$ cat config.mk
export PLATFORM = sky130hd
export DESIGN_NAME = stack
export DESIGN_NICKNAME = d
export VERILOG_FILES = /design/src/rtl/stack.sv
export SDC_FILE = /design/constraint.sdc
export NUM_CORES = 2
export LEC_CHECK = 0
export BUFFER_PORTS_ARGS = -buffer_cell sky130_fd_sc_hd__buf_2
export CAP_MARGIN = 20
export CORE_MARGIN = 1.5
export CORE_UTILIZATION = 55
export CTS_CLUSTER_SIZE = 30
export DETAILED_ROUTE_END_ITERATION = 10
export GPL_ROUTABILITY_DRIVEN = 1
export PLACE_DENSITY = 0.79
export SETUP_SLACK_MARGIN = 0.4
export SLEW_MARGIN = 20
export SYNTH_ARGS = -nofsm -noshare
export SYNTH_HDL_FRONTEND = slang
export SYNTH_SLANG_ARGS = --single-unit
$ cat constraint.sdc
create_clock -name clock -period 3.4 [get_ports clock]
set_clock_uncertainty 0.2 [all_clocks]
set_input_delay 0.68 -clock clock [delete_from_list [all_inputs] [get_ports clock]]
set_output_delay 0.68 -clock clock [all_outputs]
set_load 0.005 [all_outputs]
$ cat src/rtl/stack.sv
// stack -- register-based LIFO stack whose push duplicates the top entry.
//
// Entry 0 is the top. A push copies every entry one place deeper and keeps
// entry 0, so the top is duplicated. A pop moves every entry one place
// shallower and fills the bottom entry with 0. A write replaces entry 0
// only. Entries at or beyond count always hold 0, so top and next read 0
// whenever they are not backed by valid data.
//
// Parameters
//   WIDTH   data word width in bits
//   DEPTH   number of entries (at most 63, count is 6 bits)
// Ports
//   clock    rising-edge clock
//   reset_n  asynchronous active-low reset: clears entries, count, error
//   push     duplicate the top entry
//   pop      discard the top entry
//   write    overwrite the top entry with value
//   value    data for write
//   top      entry 0 (combinational)
//   next     entry 1 (combinational)
//   count    number of valid entries, 0..DEPTH
//   error    high for one cycle after an illegal operation
module stack #(
  parameter int WIDTH = 32,
  parameter int DEPTH = 32
) (
  input  logic             clock,
  input  logic             reset_n,
  input  logic             push,
  input  logic             pop,
  input  logic             write,
  input  logic [WIDTH-1:0] value,
  output logic [WIDTH-1:0] top,
  output logic [WIDTH-1:0] next,
  output logic [5:0]       count,
  output logic             error
);

  localparam logic [5:0] FULL = 6'(DEPTH);

  logic [WIDTH-1:0] ent_p0 [DEPTH];
  logic [5:0]       count_p0;
  logic             error_p0;

  logic multi;
  logic empty;
  logic full;
  logic do_write;
  logic do_push;
  logic do_pop;
  logic illegal;

  // Operation decode: any two requests together are rejected outright, and
  // a lone push/pop that would overflow/underflow is rejected as well.
  always_comb begin
    multi    = (push & pop) | (push & write) | (pop & write);
    empty    = (count_p0 == 6'd0);
    full     = (count_p0 == FULL);
    do_write = write & ~multi;
    do_push  = push  & ~multi & ~full;
    do_pop   = pop   & ~multi & ~empty;
    illegal  = multi | (push & ~multi & full) | (pop & ~multi & empty);
  end

  // State register stage: entries, count and the registered error flag.
  always_ff @(posedge clock or negedge reset_n) begin
    if (!reset_n) begin
      for (int i = 0; i < DEPTH; i++) begin
        ent_p0[i] <= '0;
      end
      count_p0 <= 6'd0;
      error_p0 <= 1'b0;
    end else begin
      error_p0 <= illegal;
      if (do_write) begin
        ent_p0[0] <= value;
        if (empty) begin
          count_p0 <= 6'd1;
        end
      end else if (do_push) begin
        // entry 0 is left alone, which is what duplicates the top
        for (int i = 1; i < DEPTH; i++) begin
          ent_p0[i] <= ent_p0[i-1];
        end
        count_p0 <= count_p0 + 6'd1;
      end else if (do_pop) begin
        for (int i = 0; i < DEPTH - 1; i++) begin
          ent_p0[i] <= ent_p0[i+1];
        end
        ent_p0[DEPTH-1] <= '0;
        count_p0 <= count_p0 - 6'd1;
      end
    end
  end

  // Output stage: read ports come straight off the entry registers.
  assign top   = ent_p0[0];
  assign count = count_p0;
  assign error = error_p0;

  generate
    if (DEPTH > 1) begin : g_next
      assign next = ent_p0[1];
    end else begin : g_next_none
      assign next = '0;
    end
  endgenerate

endmodule

==> impl_metrics.json <==
{
  "peakVddDrop_v": 0.000562,
  "io_pins": 108,
  "drtPass1Iterations": 6,
  "cts_inserted_buffers": 103,
  "cp-start-kind": "flip-flop",
  "relSlewSlack": 0.516,
  "core_um2": 83600,
  "r2r-start": "count[2]$_DFFE_PN0P_",
  "seq_power_share": 0.497,
  "pre_cts_slack_ps": 400,
  "clock.fmax_ghz": 0.332,
  "final_layout_size_suffix_gt1_frac": 0.0783,
  "timing.rr.end": "ent_p0[864]$_DFFE_PN0P_",
  "tightest_slew_ps": 726,
  "syn_avg_cell_area_um2": 8.32,
  "leakagePower_nw": 23.1,
  "overflow": 0,
  "met1_usage": 0.313,
  "tritoncts": "built",
  "syn_inst": 5563,
  "fin_ws_ps": 386,
  "portBuffers": 107,
  "die_x_um": 293,
  "clock_path_buffers": 3,
  "cts_max_level": 3,
  "status": "complete, no violations",
  "drc": 0,
  "critPathCaptureType": "flip-flop",
  "antenna_found_initial": 0,
  "crit_path_start": "count[2]$_DFFE_PN0P_",
  "p_per_area_nw_per_um2": 876,
  "finalNetCount": 5447,
  "hold_viol": 0,
  "nFillCells": 6796,
  "yosysWarnings": 0,
  "synth.distinct_cells": 32,
  "grt_max_degree": 161,
  "r2r_cells": 7,
  "wl_per_cell_um": 14.8,
  "setup_viol": 0,
  "reg2reg_slack_ps": 390,
  "critPathKind": "reg -> reg",
  "syn_to_final_growth_pct": 11.1,
  "grt_pass1_vias": 35079,
  "initial_core_util": 0.554,
  "power_switching_share": 0.342,
  "grt_busiest_layer": "met2",
  "clk_pin_slew_ps": 60,
  "num_vias": 37579,
  "fin_crit_ps": 3010,
  "syn_area_um2": 46300,
  "hp-class": "in -> reg",
  "critPathArrivalTime_ps": 3400,
  "p_clk_frac": 0.266,
  "drt_iter0_drc": 3713,
  "syn-num-nets": 5605,
  "tns_ps": 0,
  "path_max_fanout": 107,
  "postRouteAntennaNets": 0,
  "net-switching-power_mw": 15.4,
  "cts_root_buffer": "clkbuf_16",
  "diodes": 0,
  "synth_seq_area_share": 0.557,
  "die_y_um": 293,
  "synth-seq-cells": 1031,
  "rsz0062_at_grt": "yes",
  "gp_congestion": 0.781,
  "die-area_um2": 86000,
  "cap_violations": 0,
  "grtUsageMet3": 0.0222,
  "power.share.combinational": 0.236,
  "grt_pass1_wl_um": 165000,
  "via_per_inst": 5.72,
  "crit_required_ps": 3790,
  "use_met2": 0.363,
  "fin_crit_sh": 0.886,
  "setup.worst_path.end": "ent_p0[864]$_DFFE_PN0P_",
  "p_int_mw": 29.7,
  "grt_util_all_layers": 0.220,
  "clk_latency_ps": 680,
  "rows": 106,
  "detailed_place_hpwl_um": 56300,
  "clock-sinks": 1031,
  "drv_slew": 0,
  "finalWirelength_um": 97100
}
==> critical path, stage by stage, from the launching register on <==
cell and delay, ps:
dfrtp_1 410, or4_4 560, o31ai_4 300, buf_4 250
buf_12 370, buf_4 400, nand2_1 130, a31oi_1 210
==> kinds of logic (layout without fill, tap and decap cells) <==
group	after synthesis	count (layout)	share of synthesized area
compound gates	1046	1046	0.142
xor+xnor	3	3	0.000567
fa+ha+maj	5	5	0.00151
buf+inv	515	441	0.0531
flops	1031	1031	0.557
mux	34	34	0.00735
simple gates	2929	2929	0.238
==> flip-flops by register name (all words and copies together), names as in the netlist <==
register,count
ent_p0,960
next,32
count,6
error,1
top,32
==> metrics by stage <==
step / total power, mW / hold WS, ps / area, um2 / utilization / std cells
after detailed placement: 33.1 / 281 / 47600 / 0.570 / 6373
final: 45.1 / 106 / 51500 / 0.616 / 6569
after global placement: 32.3 / 282 / 47600 / 0.570 / 6373
after floorplan: 30.0 / 184 / 46300 / - / 5563
after global routing: 48.2 / 105 / 51500 / 0.616 / 6569
after CTS: 45.3 / 73.1 / 51300 / 0.614 / 6563
==> cell usage after synthesis <==
cell       count  area, um2
nand2_1     1926       7230
dfrtp_1     1031      25800
nor2_1       993       3730
a31oi_1      960       6010
clkbuf_1     220        826
buf_2        211       1060
buf_4         66        495
a21oi_1       37        185
mux2i_1       34        340
a22o_1        32        280
buf_1         10       37.5
o21ai_0        7       35.0
inv_1          6       22.5
ha_1           4       50.1
xor2_1         3       26.3
a211oi_1       2       15.0
a21o_1         2       15.0
buf_6          2       22.5
nand3_1        2       10.0
nor3_1         2       10.0
nor3b_1        2       15.0
a2bb2oi_1      1       8.76
fa_1           1       20.0
nand2b_1       1       6.26
nor2b_1        1       6.26
nor3_2         1       10.0
o21bai_1       1       7.51
o311ai_0       1       8.76
o31a_1         1       8.76
o31ai_1        1       7.51
o31ai_2        1       12.5
or4_4          1       11.3
==> cells in the final DEF (no fill, tap or decap), drive strengths merged, types with 2 or more instances in the layout <==
cell type / count
a211oi: 2
a21o: 2
a21oi: 37
a22o: 32
a31oi: 960
buf: 240
bufinv: 10
clkbuf: 153
clkinv: 28
clkinvlp: 2
dfrtp: 1031
ha: 4
inv: 7
mux2i: 34
nand2: 1926
nand3: 2
nor2: 993
nor3: 3
nor3b: 2
o21ai: 7
o31ai: 2
xor2: 3
==> worst min path at each step <==
| stage | start | endpoint | depth (start not counted) |
|---|---|---|---|
| 2_1_floorplan | reset_n | count[0]$_DFFE_PN0P_ | 0 |
| 3_3_place_gp | ent_p0[31]$_DFFE_PN0P_ | ent_p0[31]$_DFFE_PN0P_ | 1 |
| 3_5_place_dp | ent_p0[6]$_DFFE_PN0P_ | ent_p0[6]$_DFFE_PN0P_ | 1 |
| 4_1_cts | value[8] | top[8]$_DFFE_PN0P_ | 3 |
| 5_1_grt | value[0] | top[0]$_DFFE_PN0P_ | 3 |
| 6_report | value[8] | top[8]$_DFFE_PN0P_ | 3 |
==> area by class of cell <==
class / count / area, um2 / area share
Clock inverter: 41 / 581 / 0.0113
Inverter: 6 / 30.0 / 0.000584
Multi-Input combinational cell: 4017 / 18100 / 0.352
Clock buffer: 148 / 3070 / 0.0596
Timing Repair Buffer: 246 / 2530 / 0.0491
Sequential cell: 1031 / 25800 / 0.501
Tap cell: 1080 / 1350 / 0.0263
==> routing by layer <==
layer / up-vias / part of all wire
li1: 18169 / -
met1: 18560 / 0.46
met2: 706 / 0.49
met3: 144 / 0.031
met4: 0 / 0.020
met5: - / 0
==> power by group through the flow <==
stage / combinational [mW] / sequential, mW / clock, mW
3_3_place_gp: 10.0 / 22.3 / 0
5_1_grt: 12.4 / 23.2 / 12.6
3_5_place_dp: 10.6 / 22.5 / 0
2_1_floorplan: 8.85 / 21.1 / 0
4_1_cts: 10.7 / 22.4 / 12.2
6_report: 10.7 / 22.4 / 12.0
==> timing repair <==
action | CTS | global route
resized for setup | 0 | 10
endpoints found under the hold margin | 45 | 0
buffers inserted | 0 | 1
hold buffers | 1 | 0
endpoints found under the setup margin | 0 | 425
Power figures use the tool's default switching activity.
